--- config.mk ---
export PLATFORM = sky130hd
export DESIGN_NAME = ixc_assign_arb
export DESIGN_NICKNAME = d
export VERILOG_FILES = /design/src/rtl/ixc_assign_arb.sv
export SDC_FILE = /design/constraint.sdc
export NUM_CORES = 1
export LEC_CHECK = 0
export ABC_CLOCK_PERIOD_IN_PS = 4300
export CORE_AREA = 8 8 45 47
export DETAILED_ROUTE_END_ITERATION = 16
export DIE_AREA = 0 0 53 55
export MAX_ROUTING_LAYER = met4
export PLACE_DENSITY = 0.77
export SETUP_SLACK_MARGIN = 0.3
export SYNTH_ARGS = -nofsm -noshare
export SYNTH_HDL_FRONTEND = slang
export SYNTH_SLANG_ARGS = --single-unit
--- constraint.sdc ---
create_clock -name CLK -period 4.3 [get_ports CLK]
set_input_delay 1.29 -clock CLK [delete_from_list [all_inputs] [get_ports CLK]]
set_output_delay 1.29 -clock CLK [all_outputs]
set_load 0.005 [all_outputs]
--- src/rtl/ixc_assign_arb.sv ---
// Round-robin arbiter sharing one W-bit assign path between NREQ requesters.
// Latency: one register stage; REQ at edge k gives L/L_VLD/GNT in cycle k+1.
// Backpressure: while L_VLD && !L_RDY, L/L_VLD/PTR hold and no capture occurs.
//
// Ports:
//   CLK, RSTN        clock (rising edge), async active-low reset
//   REQ[NREQ]        per-requester request; pairs with slice R[i*W +: W]
//   R[NREQ*W]        requester data
//   GNT[NREQ]        one-hot capture acknowledge, one-cycle pulse
//   L[W], L_VLD      registered shared value and its valid flag
//   L_RDY            downstream accepts L this cycle
//   PTR[PW]          round-robin priority pointer (visibility)
module ixc_assign_arb #(
  parameter int NREQ = 4,
  parameter int W    = 2,
  localparam int PW  = $clog2(NREQ)
) (
  input  logic              CLK,
  input  logic              RSTN,
  input  logic [NREQ-1:0]   REQ,
  input  logic [NREQ*W-1:0] R,
  output logic [NREQ-1:0]   GNT,
  output logic [W-1:0]      L,
  output logic              L_VLD,
  input  logic              L_RDY,
  output logic [PW-1:0]     PTR
);

  typedef enum logic {EMPTY = 1'b0, FULL = 1'b1} state_t;

  state_t          state;
  logic            free;
  logic [NREQ-1:0] elig;
  logic            win_found;
  logic [PW-1:0]   win_idx;
  logic [PW-1:0]   ptr_nxt;
  logic [NREQ-1:0] win_onehot;
  logic [W-1:0]    win_dat;
  int              idx;

  assign L_VLD = (state == FULL);

  // Slot can take a new value if empty or if the held value leaves this cycle.
  assign free = (state == EMPTY) || L_RDY;

  // A requester acknowledged last cycle may still show its old REQ; masking
  // it prevents capturing the same request twice.
  assign elig = REQ & ~GNT;

  // Scan from PTR upward with wrap; first eligible requester wins.
  always_comb begin
    win_found = 1'b0;
    win_idx   = '0;
    idx       = 0;
    for (int k = 0; k < NREQ; k++) begin
      idx = int'(PTR) + k;
      if (idx >= NREQ) idx = idx - NREQ;
      if (!win_found && elig[idx]) begin
        win_found = 1'b1;
        win_idx   = PW'(idx);
      end
    end
  end

  always_comb begin
    if (win_idx == PW'(NREQ - 1)) ptr_nxt = '0;
    else                          ptr_nxt = win_idx + PW'(1);
  end

  assign win_onehot = NREQ'(1) << win_idx;
  assign win_dat    = R[int'(win_idx)*W +: W];

  always_ff @(posedge CLK or negedge RSTN) begin
    if (!RSTN) begin
      state <= EMPTY;
      L     <= '0;
      GNT   <= '0;
      PTR   <= '0;
    end else begin
      GNT <= '0;
      if (free && win_found) begin
        // Capture: covers both EMPTY->FULL and back-to-back FULL->FULL.
        state <= FULL;
        L     <= win_dat;
        GNT   <= win_onehot;
        PTR   <= ptr_nxt;
      end else if (free) begin
        // Held value (if any) transferred with nothing to replace it.
        state <= EMPTY;
      end
      // Not free: L, state and PTR hold.
    end
  end

endmodule

==> results.sh, run 1 <==
export IMPL_worst_slew_pin_slew_ps=400
export IMPL_cts_tree="yes"
export IMPL_grt_max_degree=11
export IMPL_ys_types=24
export IMPL_rows=14
export IMPL_worstPathArrival_ps=2800
export IMPL_clkTransAtPathRegs_ps=60
export IMPL_max_clock_path_buffers=2
export IMPL_via_count=423
export IMPL_cts_buffers=3
export IMPL_die_area_sq_um=2920
export IMPL_cp_max_fo=10
export IMPL_yosysSeqAreaShare_pct=43.9
export IMPL_maxCapViolCount=0
export IMPL_synth_compound_area_share_pct=19.3
export IMPL_synth_simple_area_share_pct=22.4
export IMPL_cts_resized=0
export IMPL_avgViaCountPerCell=4.81
export IMPL_critical_path_class="primary input to flop"
export IMPL_cts_sinks=9
export IMPL_syn_avg_cell_area_sq_um=11.4
export IMPL_grt_pass1_vias=483
export IMPL_wirelength_um=1120
export IMPL_tns_ps=0
export IMPL_drt_pass1_iterations=2
export IMPL_ios=24
export IMPL_final_cells=88
export IMPL_p_leak_uw=0.000329
export IMPL_r2r_slack_ps=2740
export IMPL_synth_top_cell_by_area="dfrtp_1"
export IMPL_yosysTopAreaCellShare_pct=43.9
export IMPL_final_nets=88
export IMPL_start_util_pct=37.1
export IMPL_setup_viol=0
export IMPL_crit_path_end_kind="flop"
export IMPL_cp_required_ps=4430
export IMPL_die_y_um=55
export IMPL_slew_viol_final=0
export IMPL_remaining_drc_errors=0
export IMPL_status="finished clean"
export IMPL_cp_start_kind="primary input"
export IMPL_ys_seq_elements=9
export IMPL_synthAdderAreaFrac_pct=0
export IMPL_final_layout_size_suffix_gt1_share_pct=19.4
export IMPL_antenna_found_initial=0
export IMPL_syn_inst=45
export IMPL_ctsHtreeMaxLevel=1
export IMPL_clock_fmax_mhz=374
export IMPL_relSlewSlack_pct=73.3
export IMPL_synthXorXnorAreaFrac_pct=1.71
export IMPL_overflow=0
export IMPL_grt_pass1_wl_um=2040
export IMPL_power_uw=424
export IMPL_stdcell_area_sq_um=790
export IMPL_die_x_um=53
export IMPL_syn_nets=60
export IMPL_finClkSkew_ps=1.27
export IMPL_dp_cells=84
export IMPL_track_usage_pct=9.59
export IMPL_synth_top_family_by_area="simple AND/OR/NAND/NOR gates"
export IMPL_post_cts_buffers=0
export IMPL_clkLatencyLatePin_ps=250
export IMPL_core_sq_um=1380
export IMPL_wire_per_inst_um=12.8
export IMPL_netlist_area_sq_um=513
export IMPL_finalCritPeriodShare_pct=62.2
export IMPL_fin_crit_ps=2670
export IMPL_cts_root_buf="clkbuf_4"
export IMPL_hpwl_um=944
export IMPL_holdBufCountCts=0
export IMPL_gp_congestion=0.761
export IMPL_ir_drop_mv=0.285
export IMPL_syn2layout_area_growth_pct=53.9
export IMPL_p_per_area_nw_per_um2=537
export IMPL_numPortBuffers=23
export IMPL_holdCritPathClass="flop to flop"
export IMPL_rsz0062_at_grt="no"
export IMPL_first_iter_violations=1
export IMPL_diodes=0
export IMPL_synth_area_leaders="dfrtp_1 44%, mux2i_1 9.8%, nor2b_2 6.8%"
export IMPL_postRouteAntennaNets=0
export IMPL_hold_violations=0
export IMPL_postPlaceCellArea_sq_um=763
export IMPL_muxShareOfSynthArea_pct=12.0
export IMPL_yosys_warnings=0
## path summary, 6_finish.rpt
| check | depth (start not counted) | end | from |
|---|---|---|---|
| min in group asynchronous | 1 | L[1] | RSTN |
| max in group asynchronous | 1 | L_VLD | RSTN |
| worst max-delay path | 6 | L[0] | REQ[0] |
| worst min-delay path | 2 | L[1] | L[1] |
| worst max register to register | 5 | L[0] | GNT[0] |
| worst min register to register | 2 | L[1] | L[1] |
## sequential cells by signal, summed over array words and instances, names as in the netlist
register  flops
L_VLD         1
GNT           4
PTR           2
L             2
## layout make-up
| cell class | instances | area (sq um) |
|---|---|---|
| tap | 16 | 20.0 |
| sequential | 9 | 225 |
| multi-input combinational | 35 | 284 |
| fill | 137 | 594 |
| timing repair buffer | 23 | 230 |
| clock buffer | 4 | 26.3 |
| inverter | 1 | 3.75 |
## worst max-delay path, stage by stage
cell	delay, ps
clkdlybuf4s50_1	450
nor2b_2	200
mux2i_1	140
o211ai_4	350
mux2i_1	270
o221ai_2	110
## synthesized netlist by cell type
cell type  number
mux2_2          1
nand2b_2        1
o21ai_1         1
nor2b_1         2
a21oi_1         1
o22ai_1         1
nor2_1          2
nor4_1          1
a21boi_1        1
o21ai_0         1
nor2b_2         4
o221ai_2        2
o21bai_2        1
or2_4           1
nand2b_1        2
nand2_1         3
mux2i_1         5
nor3b_1         1
o21bai_1        1
xnor2_1         1
nand3_1         1
o211ai_4        1
inv_1           1
dfrtp_1         9
## power by group
part           switching [uW]  internal, uW
Sequential               28.6           115
Clock                    26.0          35.5
Combinational            88.5           131
Total                     143           281
## layer usage
layer / part of all wire [%] / vias to the layer above / track usage [%]
met5: 0 / - / -
met4: 0 / 0 / 3.88
met3: 10 / 0 / 4.01
met2: 44 / 20 / 15.2
met1: 46 / 186 / 10.4
li1: - / 217 / -
## stage by stage
step,setup slack [ps],hold slack [ps],utilization (%)
6_report,1630,491,57.1
5_1_grt,1450,544,57.1
4_1_cts,1600,496,57.1
3_5_place_dp,1330,477,55.2
3_3_place_gp,1340,496,55.2
2_1_floorplan,1930,484,-
## placed cells by master (no fill, tap or decap)
master           synthesis  layout
or2_4                    1       1
a21boi_1                 1       1
nor2_1                   2       2
nand3_1                  1       1
nand2b_2                 1       1
o221ai_2                 2       2
mux2i_1                  5       5
nor4_1                   1       1
inv_1                    1       1
a21oi_1                  1       1
nor3b_1                  1       1
xnor2_1                  1       1
o21ai_1                  1       1
dfrtp_1                  9       9
o21bai_2                 1       1
nor2b_2                  4       4
nand2b_1                 2       2
clkbuf_4                 0       3
clkdlybuf4s50_1          0      23
o211ai_4                 1       1
o21bai_1                 1       1
nand2_1                  3       3
o22ai_1                  1       1
nor2b_1                  2       2
clkbuf_1                 0       1
mux2_2                   1       1
o21ai_0                  1       1
## cell families after synthesis
logic type                after synthesis
and+or+nand+nor                        18
AOI/OAI and AO/OA                      10
DFF                                     9
muxes                                   6
xor gates and xnor gates                1
buffers and inverters                   1
(Power assumes the default switching activity.)
==> inputs of run 2 (changes only) <==
- ABC_CLOCK_PERIOD_IN_PS: 4300 -> 2450
- CORE_AREA: 8 8 45 47 -> not set
- CORE_MARGIN: not set -> 8
- CORE_UTILIZATION: not set -> 35
- DIE_AREA: 0 0 53 55 -> not set
- PLACE_DENSITY: 0.77 -> 0.74
- clock period: 4.3 -> 2.45 ns (I/O delays scaled with it)
==> run 2 against run 1 <==
  * Total power up 92%
  * Critical path depth did not move
  * Combinational power rose by 100%
  * Register-to-register slack lost 1900 ps
  * Sequential cell count stayed put
  * Non-clock buffer count increased by 3
  * Sequential power is 84% higher
  * Largest cell class unchanged
==> results.sh, run 2 (synthesis results as in run 1) <==
export IMPL_cp_max_fo=4
export IMPL_hold_violations=0
export IMPL_p_per_area_nw_per_um2=961
export IMPL_overflow=0
export IMPL_crit_path_end_kind="flop"
export IMPL_numPortBuffers=23
export IMPL_cts_buffers=3
export IMPL_cts_root_buf="clkbuf_4"
export IMPL_wirelength_um=1290
export IMPL_cp_startpoint="REQ[3]"
export IMPL_postRouteAntennaNets=0
export IMPL_r2r_end="PTR[0]"
export IMPL_cp_required_ps=2590
export IMPL_rsz0062_at_grt="yes"
export IMPL_p_leak_uw=0.000357
export IMPL_critical_path_class="primary input to flop"
export IMPL_critPathCapture="PTR[0]"
export IMPL_cts_sinks=9
export IMPL_stdcell_area_sq_um=847
export IMPL_cts_tree="yes"
export IMPL_ios=24
export IMPL_drt_pass1_iterations=4
export IMPL_diodes=0
export IMPL_path_cells="clkdlybuf4s50_1 -> nand2b_1 -> o21bai_1 -> o211ai_2 -> buf_4 -> mux2_2"
export IMPL_finalCritPeriodShare_pct=85.8
export IMPL_power_frac_clock_pct=13.3
export IMPL_hpwl_um=952
export IMPL_switching_share_pct=34.8
export IMPL_die_y_um=54.3
export IMPL_grt_max_degree=11
export IMPL_setup_viol=0
export IMPL_final_layout_size_suffix_gt1_share_pct=27.6
export IMPL_grt_pass1_wl_um=2040
export IMPL_first_iter_violations=13
export IMPL_power_frac_comb_pct=54.5
export IMPL_top_register="GNT"
export IMPL_final_cell_mix="23 x clkdlybuf4s50_1, 9 x dfrtp_1, 4 x mux2i_1"
export IMPL_reg2regPathDepth=5
export IMPL_via_count=467
export IMPL_power_uw=814
export IMPL_finClkSkew_ps=1.62
export IMPL_crit_slowest_cell="clkdlybuf4s50_1"
export IMPL_die_x_um=54.3
export IMPL_largest_reg_flops=4
export IMPL_worstPathArrival_ps=2240
export IMPL_tns_ps=0
export IMPL_power_internal_uw=530
export IMPL_switchingPower_uw=284
export IMPL_antenna_found_initial=0
export IMPL_track_usage_pct=9.46
export IMPL_clock_fmax_mhz=476
export IMPL_ir_drop_mv=0.453
export IMPL_crit_buf_inv=2
export IMPL_wire_per_inst_um=14.0
export IMPL_max_stage_delay_ps=480
export IMPL_max_clock_path_buffers=2
export IMPL_relSlewSlack_pct=73.6
export IMPL_top_regs="GNT: 4 flops, L: 2 flops, PTR: 2 flops"
export IMPL_postPlaceCellArea_sq_um=771
export IMPL_final_common_cell="clkdlybuf4s50_1"
export IMPL_die_area_sq_um=2950
export IMPL_fillCellCount=132
export IMPL_cp_start_kind="primary input"
export IMPL_status="finished clean"
export IMPL_rows=14
export IMPL_holdCritPathClass="flop to flop"
export IMPL_ctsHtreeMaxLevel=1
export IMPL_maxCapViolCount=0
export IMPL_power_frac_seq_pct=32.3
export IMPL_critPathTopFamily="buffers and inverters"
export IMPL_core_sq_um=1440
export IMPL_syn2layout_area_growth_pct=65.1
export IMPL_final_nets=92
export IMPL_r2r_start="GNT[3]"
export IMPL_remaining_drc_errors=0
export IMPL_clkLatencyLatePin_ps=250
export IMPL_clkTransAtPathRegs_ps=60
export IMPL_r2r_slack_ps=830
export IMPL_avgViaCountPerCell=5.08
export IMPL_start_util_pct=35.7
export IMPL_cp_depth=6
export IMPL_worst_slew_pin_slew_ps=394
export IMPL_worstHoldPathCells=2
export IMPL_grt_pass1_vias=464
export IMPL_fin_crit_ps=2100
export IMPL_holdBufCountCts=0
export IMPL_holdWs_ps=507
export IMPL_slew_viol_final=0
export IMPL_gp_congestion=0.805
[run 2: cell count changes in the layout (fill, tap and decap cells not counted), sizes merged]
cell | before | now
buf | 0 | 3
o211ai | 1 | 2
[run 2: tightest hold or removal path, cell delays in order, from the launching register on]
cell,delay (ps)
dfrtp_1,350
nand2_1,70
o221ai_2,50
[run 2: area by class of cell]
| cell class | count | area, sq um | share of cell area (%) |
|---|---|---|---|
| multi-input combinational | 36 | 319 | 37.7 |
| timing repair buffer | 26 | 253 | 29.8 |
| sequential | 9 | 225 | 26.6 |
| clock buffer | 4 | 26.3 | 3.10 |
| tap | 16 | 20.0 | 2.36 |
| inverter | 1 | 3.75 | 0.443 |
[run 2: per-stage QoR]
stage	instances	setup WS [ps]	util, %
global placement	85	59.6	53.7
CTS	89	304	55.5
detailed placement	85	52.1	53.7
finish	92	348	59.0
floorplan	45	633	-
global route	92	252	59.0
[run 2: worst min-delay path by stage]
stage | endpoint | from | slack (ps)
6_report | L[0] | L[0] | 510
5_1_grt | L[1] | L[1] | 550
4_1_cts | L[0] | L[0] | 510
3_5_place_dp | L[0] | L[0] | 490
3_3_place_gp | L[0] | L[0] | 490
2_1_floorplan | GNT[0] | RSTN | 440
[run 2: power by group through the flow]
stage	Combinational (uW)	Sequential [uW]	Clock, uW
final	443	263	108
after global routing	477	269	124
after CTS	394	253	112
after detailed placement	393	254	0
after global placement	389	256	0
after floorplan	223	254	0
[run 2: timing repair]
item,4_1_cts,5_1_grt
endpoints found under the setup margin,0,6
resized for setup,0,5
buffers inserted,0,2
[run 2: layer usage]
layer  global-route usage, %  vias to the layer above  wire [um]
met5                       -                        -          0
met4                    3.69                        0          0
met3                    3.53                        0        151
met1                    11.4                      214        558
li1                        -                      228          -
met2                    13.9                       25        575
